[src/rtl/uart_tx_if.sv]
// uart_tx_if
//   Bundles the parallel-side handshake and serial outputs of the UART transmitter.
//   master : the block that requests frames (drives i_tx_start / i_data, watches status)
//   slave  : the transmitter itself
//   i_tx_start  request, sampled only while the transmitter is idle
//   i_data      word to send, captured on the accepting clk
//   o_tx        serial line, idles high
//   o_txdone    1-clk pulse at the end of the stop period
//   o_busy      high while a frame is in progress
interface uart_tx_if #(
    parameter int NB_DATA = 8
);
    logic               i_tx_start;
    logic [NB_DATA-1:0] i_data;
    logic               o_tx;
    logic               o_txdone;
    logic               o_busy;

    modport master (
        output i_tx_start,
        output i_data,
        input  o_tx,
        input  o_txdone,
        input  o_busy
    );

    modport slave (
        input  i_tx_start,
        input  i_data,
        output o_tx,
        output o_txdone,
        output o_busy
    );
endinterface

[src/rtl/uart_tx.sv]
// uart_tx
//   UART serializer driven by the shared 16x baud tick. Latches a word on request and
//   shifts out one frame LSB first: start (0), NB_DATA data bits, stop (1) lasting
//   NB_STOP ticks. All outputs are registered and change on the same edge as the state.
// Ports
//   clk     system clock, rising edge
//   i_rst   synchronous reset, active-high
//   i_tick  1-clk baud strobe (OVERSAMPLE strobes per start/data bit)
//   bus     uart_tx_if.slave: i_tx_start, i_data in; o_tx, o_txdone, o_busy out
//
// state | meaning
// IDLE  | line high, waiting for i_tx_start
// START | line low for OVERSAMPLE ticks
// DATA  | line = shreg[0], one bit per OVERSAMPLE ticks, NB_DATA bits
// STOP  | line high for NB_STOP ticks, then pulse o_txdone
module uart_tx #(
    parameter int NB_DATA    = 8,
    parameter int NB_STOP    = 16,
    parameter int OVERSAMPLE = 16
) (
    input  logic      clk,
    input  logic      i_rst,
    input  logic      i_tick,
    uart_tx_if.slave  bus
);

    localparam int S_MAX = (OVERSAMPLE > NB_STOP) ? OVERSAMPLE : NB_STOP;
    localparam int SW    = (S_MAX > 1) ? $clog2(S_MAX) : 1;
    localparam int NW    = (NB_DATA > 1) ? $clog2(NB_DATA) : 1;

    localparam logic [SW-1:0] S_BIT_LAST  = SW'(OVERSAMPLE - 1);
    localparam logic [SW-1:0] S_STOP_LAST = SW'(NB_STOP - 1);
    localparam logic [NW-1:0] N_LAST      = NW'(NB_DATA - 1);

    typedef enum logic [1:0] {
        IDLE  = 2'd0,
        START = 2'd1,
        DATA  = 2'd2,
        STOP  = 2'd3
    } state_t;

    state_t             state;
    logic [SW-1:0]      s_cnt;
    logic [NW-1:0]      n_cnt;
    logic [NB_DATA-1:0] shreg;
    logic [NB_DATA-1:0] shreg_nx;
    logic               tx_q;
    logic               done_q;
    logic               busy_q;

    // Next data bit is presented on the same edge that shifts, so the line
    // follows the state without an extra clk of lag.
    always_comb begin
        shreg_nx = shreg >> 1;
    end

    always_ff @(posedge clk) begin
        if (i_rst) begin
            state  <= IDLE;
            s_cnt  <= '0;
            n_cnt  <= '0;
            shreg  <= '0;
            tx_q   <= 1'b1;
            done_q <= 1'b0;
            busy_q <= 1'b0;
        end else begin
            done_q <= 1'b0;
            case (state)
                IDLE: begin
                    tx_q   <= 1'b1;
                    busy_q <= 1'b0;
                    // A tick on the accept clk is deliberately not counted.
                    if (bus.i_tx_start) begin
                        shreg  <= bus.i_data;
                        s_cnt  <= '0;
                        state  <= START;
                        tx_q   <= 1'b0;
                        busy_q <= 1'b1;
                    end
                end
                START: begin
                    if (i_tick) begin
                        if (s_cnt == S_BIT_LAST) begin
                            s_cnt <= '0;
                            n_cnt <= '0;
                            state <= DATA;
                            tx_q  <= shreg[0];
                        end else begin
                            s_cnt <= s_cnt + SW'(1);
                        end
                    end
                end
                DATA: begin
                    if (i_tick) begin
                        if (s_cnt == S_BIT_LAST) begin
                            s_cnt <= '0;
                            shreg <= shreg_nx;
                            if (n_cnt == N_LAST) begin
                                state <= STOP;
                                tx_q  <= 1'b1;
                            end else begin
                                n_cnt <= n_cnt + NW'(1);
                                tx_q  <= shreg_nx[0];
                            end
                        end else begin
                            s_cnt <= s_cnt + SW'(1);
                        end
                    end
                end
                STOP: begin
                    if (i_tick) begin
                        if (s_cnt == S_STOP_LAST) begin
                            state  <= IDLE;
                            tx_q   <= 1'b1;
                            busy_q <= 1'b0;
                            done_q <= 1'b1;
                        end else begin
                            s_cnt <= s_cnt + SW'(1);
                        end
                    end
                end
                default: begin
                    state  <= IDLE;
                    tx_q   <= 1'b1;
                    busy_q <= 1'b0;
                end
            endcase
        end
    end

    assign bus.o_tx     = tx_q;
    assign bus.o_txdone = done_q;
    assign bus.o_busy   = busy_q;

endmodule

[src/flat_wrapper.sv]
// flat-port wrapper written by rule: the top's interface ports become plain ports
module uart_tx_flat 
#(
    parameter int NB_DATA    = 8,
    parameter int NB_STOP    = 16,
    parameter int OVERSAMPLE = 16
)
  (clk, i_rst, i_tick, bus_i_tx_start, bus_i_data, bus_o_tx, bus_o_txdone, bus_o_busy);
  uart_tx_if #(.NB_DATA(NB_DATA)) bus_i ();
  input  logic clk;
  input  logic i_rst;
  input  logic i_tick;
  input wire logic [$bits(bus_i.i_tx_start)-1:0] bus_i_tx_start;
  input wire logic [$bits(bus_i.i_data)-1:0] bus_i_data;
  output wire logic [$bits(bus_i.o_tx)-1:0] bus_o_tx;
  output wire logic [$bits(bus_i.o_txdone)-1:0] bus_o_txdone;
  output wire logic [$bits(bus_i.o_busy)-1:0] bus_o_busy;
  assign bus_i.i_tx_start = bus_i_tx_start;
  assign bus_i.i_data = bus_i_data;
  assign bus_o_tx = bus_i.o_tx;
  assign bus_o_txdone = bus_i.o_txdone;
  assign bus_o_busy = bus_i.o_busy;
  uart_tx #(.NB_DATA(NB_DATA), .NB_STOP(NB_STOP), .OVERSAMPLE(OVERSAMPLE)) u_core (.clk(clk), .i_rst(i_rst), .i_tick(i_tick), .bus(bus_i));
endmodule
[config.mk]
export PLATFORM = sky130hd
export DESIGN_NAME = uart_tx_flat
export DESIGN_NICKNAME = d
export VERILOG_FILES = /design/src/rtl/uart_tx_if.sv /design/src/rtl/uart_tx.sv /design/src/flat_wrapper.sv
export SDC_FILE = /design/constraint.sdc
export NUM_CORES = 1
export LEC_CHECK = 0
export CAP_MARGIN = 25
export CORE_MARGIN = 5
export CORE_UTILIZATION = 40
export CTS_CLUSTER_SIZE = 14
export DETAILED_ROUTE_END_ITERATION = 12
export PLACE_DENSITY = 0.64
export SLEW_MARGIN = 20
export SYNTH_ARGS = -nofsm -noshare
export SYNTH_HDL_FRONTEND = slang
export SYNTH_SLANG_ARGS = --single-unit
export TNS_END_PERCENT = 5
[constraint.sdc]
create_clock -name clk -period 1.9 [get_ports clk]
set_input_delay 0.475 -clock clk [delete_from_list [all_inputs] [get_ports clk]]
set_output_delay 0.475 -clock clk [all_outputs]
set_load 0.02 [all_outputs]
==> flow_metrics.env <==
export IMPL_start_util_pct=40.8
export IMPL_cts_htree_levels=1
export IMPL_rsz0062_at_grt="no"
export IMPL_final_cell_area_sq_mm=0.00141
export IMPL_ys_seq_elements=20
export IMPL_wirelength_um=2230
export IMPL_status="finished clean"
export IMPL_rows=19
export IMPL_crit_path_start_kind="flop"
export IMPL_gp_congestion=0.761
export IMPL_clk_latency_ns=0.30
export IMPL_hp_start="u_core.shreg[7]"
export IMPL_slew_limit_headroom_pct=79.9
export IMPL_cap_violations=0
export IMPL_r2r_slack_ns=0.15
export IMPL_antenna_found_initial=0
export IMPL_port_buffer_count=14
export IMPL_cts_buffers=3
export IMPL_hold_end="u_core.shreg[7]"
export IMPL_fp_dieH_um=62.6
export IMPL_area_growth_synth_to_final_pct=27.3
export IMPL_final_util_pct=51.9
export IMPL_p_sw_share_pct=36.6
export IMPL_finClkSkew_ns=0.00577
export IMPL_post_dp_hpwl_um=1660
export IMPL_final_cell_mix="dfxtp_1, clkdlybuf4s50_1, nor2_1, nand2b_1"
export IMPL_routedWlPerCell_um=13.4
export IMPL_first_pass_iters=4
export IMPL_critPathArrivalTime_ns=1.97
export IMPL_drive_gt1_share_pct=16.2
export IMPL_grt_pass1_wl_um=4020
export IMPL_pwr_share_clk_pct=17.5
export IMPL_timing_rr_start="u_core.state[0]"
export IMPL_root_buffer="clkbuf_4"
export IMPL_cp_required_ns=2.12
export IMPL_worst_pin_slew_ns=0.302
export IMPL_worstReg2RegEnd="u_core.shreg[5]"
export IMPL_sequentialPowerShare_pct=29.7
export IMPL_power_density_mw_per_mm2=1400
export IMPL_setup_viol=0
export IMPL_drc=0
export IMPL_layout_commonest_cell="dfxtp_1"
export IMPL_drt_iter0_markers=14
export IMPL_cts_tree="yes"
export IMPL_synthesis_area_sq_mm=0.00111
export IMPL_syn_inst=114
export IMPL_holdBufCountCts=0
export IMPL_synth_warnings=0
export IMPL_synth_fp_nets=134
export IMPL_syn_avg_cell_area_sq_um=9.70
export IMPL_slew_viol_final=0
export IMPL_path_class="reg2reg"
export IMPL_fin_crit_sh_pct=92.2
export IMPL_dieArea_sq_mm=0.00392
export IMPL_ioPinCount=15
export IMPL_p_switching_mw=0.724
export IMPL_final_nets=157
export IMPL_finalHoldViolCount=0
export IMPL_rr_worst_depth=7
export IMPL_die_x_um=62.6
export IMPL_placed_cell_area_sq_mm=0.00134
export IMPL_timing_fmax_ghz=0.571
export IMPL_endpoint_kind="flop"
export IMPL_clock_sinks=20
export IMPL_grtUsageTotal_pct=12.3
export IMPL_holdWs_ns=0.479
export IMPL_p_leak_nw=0.549
export IMPL_crit_fanout=16
export IMPL_ant_nets=0
export IMPL_comb_power_share_pct=52.8
export IMPL_cts_clk_slew_worst_paths_ns=0.12
export IMPL_finalCriticalPeriod_ns=1.75
export IMPL_diodes=0
export IMPL_irDropWorstVdd_v=0.000877
export IMPL_grt_pass1_vias=952
export IMPL_grt_overflow=0
export IMPL_cellInternalPower_mw=1.25
export IMPL_grt_start_max_net_pins=21
export IMPL_ys_seq_area_share_pct=36.2
export IMPL_via_per_inst=5.44
export IMPL_via_count=909
export IMPL_synth_cell_types=36
export IMPL_cts_buffer_depth=2
export IMPL_hold_class="reg2reg"
export IMPL_coreArea_sq_mm=0.00271
export IMPL_min_delay_path_depth=2
registers in the layout, indices dropped and copies added, names as in the netlist:
signal,count
u_core.bus.o_busy,1
u_core.s_cnt,4
u_core.n_cnt,3
u_core.bus.o_txdone,1
u_core.bus.o_tx,1
u_core.shreg,8
u_core.state,2
critical path, stage by stage (launching register included):
cell and delay (ns):
dfxtp_1 0.36, inv_1 0.12, ha_2 0.38, nor2_1 0.13, a211oi_4 0.26, buf_12 0.17, nor2_1 0.04, a211oi_1 0.21
repair_timing:
item | 4_1_cts | 5_1_grt
resized for setup | 1 | 3
setup buffers | 0 | 0
setup endpoints to repair | 8 | 1
Yosys cell counts:
cell       number  area, sq um
a21oi_1         7         35.0
dfxtp_1        20          400
o21bai_1        1         7.51
a221oi_1        1         8.76
o2bb2ai_1       1         8.76
o31a_1          1         8.76
buf_1           1         3.75
nand4_4         1         21.3
buf_4           1         7.51
o21ai_0         3         15.0
nor3_1          2         10.0
a21o_1          1         7.51
nor4b_2         1         15.0
nor2_1         10         37.5
and3_1          1         6.26
a22o_1          2         17.5
clkbuf_1        2         7.51
mux2i_1         8         80.1
o21a_1          1         7.51
a211oi_1        7         52.6
a211oi_2        2         25.0
a211oi_4        1         20.0
or2b_1          1         7.51
o22ai_1         1         6.26
mux2_2          1         11.3
nand2b_1        9         56.3
nand3_1         6         30.0
a211o_1         2         17.5
o211a_1         1         10.0
inv_1           3         11.3
nand3b_1        2         15.0
and2b_1         1         7.51
ha_1            8          100
buf_6           1         11.3
nand2_1         1         3.75
nor3b_1         2         15.0
kinds of logic (layout without fill, tap and decap cells):
| family | after synthesis | count (layout) | synth area share (%) |
|---|---|---|---|
| fa+ha+maj | 8 | 8 | 9.05 |
| flops | 20 | 20 | 36.2 |
| buf+inv | 8 | 30 | 3.73 |
| mux | 9 | 9 | 8.26 |
| compound gates | 32 | 32 | 22.4 |
| simple gates | 37 | 37 | 20.4 |
stage by stage:
| step | total power, mW | instances | worst slack [ns] | setup TNS (ns) |
|---|---|---|---|---|
| final | 1.98 | 167 | 0.149 | 0 |
| after detailed placement | 1.62 | 163 | -0.140 | -1.25 |
| after floorplan | 1.34 | 114 | 0.285 | 0 |
| after CTS | 1.99 | 167 | 0.0813 | 0 |
| after global routing | 2.15 | 167 | 0.000466 | 0 |
| after global placement | 1.60 | 163 | -0.0935 | -0.664 |
worst max path at each step:
| stage | startpoint | endpoint | slack, ns | depth (start not counted) |
|---|---|---|---|---|
| global placement | i_tick | u_core.shreg[5] | -0.09 | 6 |
| finish | u_core.state[0] | u_core.shreg[5] | 0.15 | 7 |
| CTS | u_core.state[0] | u_core.s_cnt[3] | 0.08 | 6 |
| detailed placement | bus_i_tx_start | u_core.s_cnt[3] | -0.14 | 5 |
| floorplan | u_core.state[0] | u_core.shreg[2] | 0.29 | 7 |
| global route | u_core.state[0] | u_core.shreg[6] | 0.0005 | 7 |
power by group through the flow:
stage               clock (mW)  combinational (mW)  sequential (mW)
finish                   0.346                1.04            0.587
global route             0.380                1.17            0.601
CTS                      0.363                1.04            0.587
detailed placement           0                1.02            0.598
global placement             0                1.00            0.595
floorplan                    0               0.741            0.603
routing by layer:
metal | part of all wire, % | track usage [%] | vias to the layer above | routed length, um
li1 | - | - | 466 | -
met1 | 45 | 13.3 | 424 | 998
met2 | 50 | 22.2 | 17 | 1110
met3 | 4.8 | 2.70 | 2 | 107
met4 | 0.85 | 6.10 | 0 | 19
met5 | 0 | 0 | - | 0
final cells by class:
| cell class | instances | area (sq um) |
|---|---|---|
| Clock buffer | 3 | 22.5 |
| Clock inverter | 1 | 30.0 |
| Fill cell | 272 | 1300 |
| Inverter | 3 | 11.3 |
| Multi-Input combinational cell | 86 | 684 |
| Sequential cell | 20 | 400 |
| Tap cell | 31 | 38.8 |
| Timing Repair Buffer | 23 | 220 |
(Power assumes the default switching activity.)
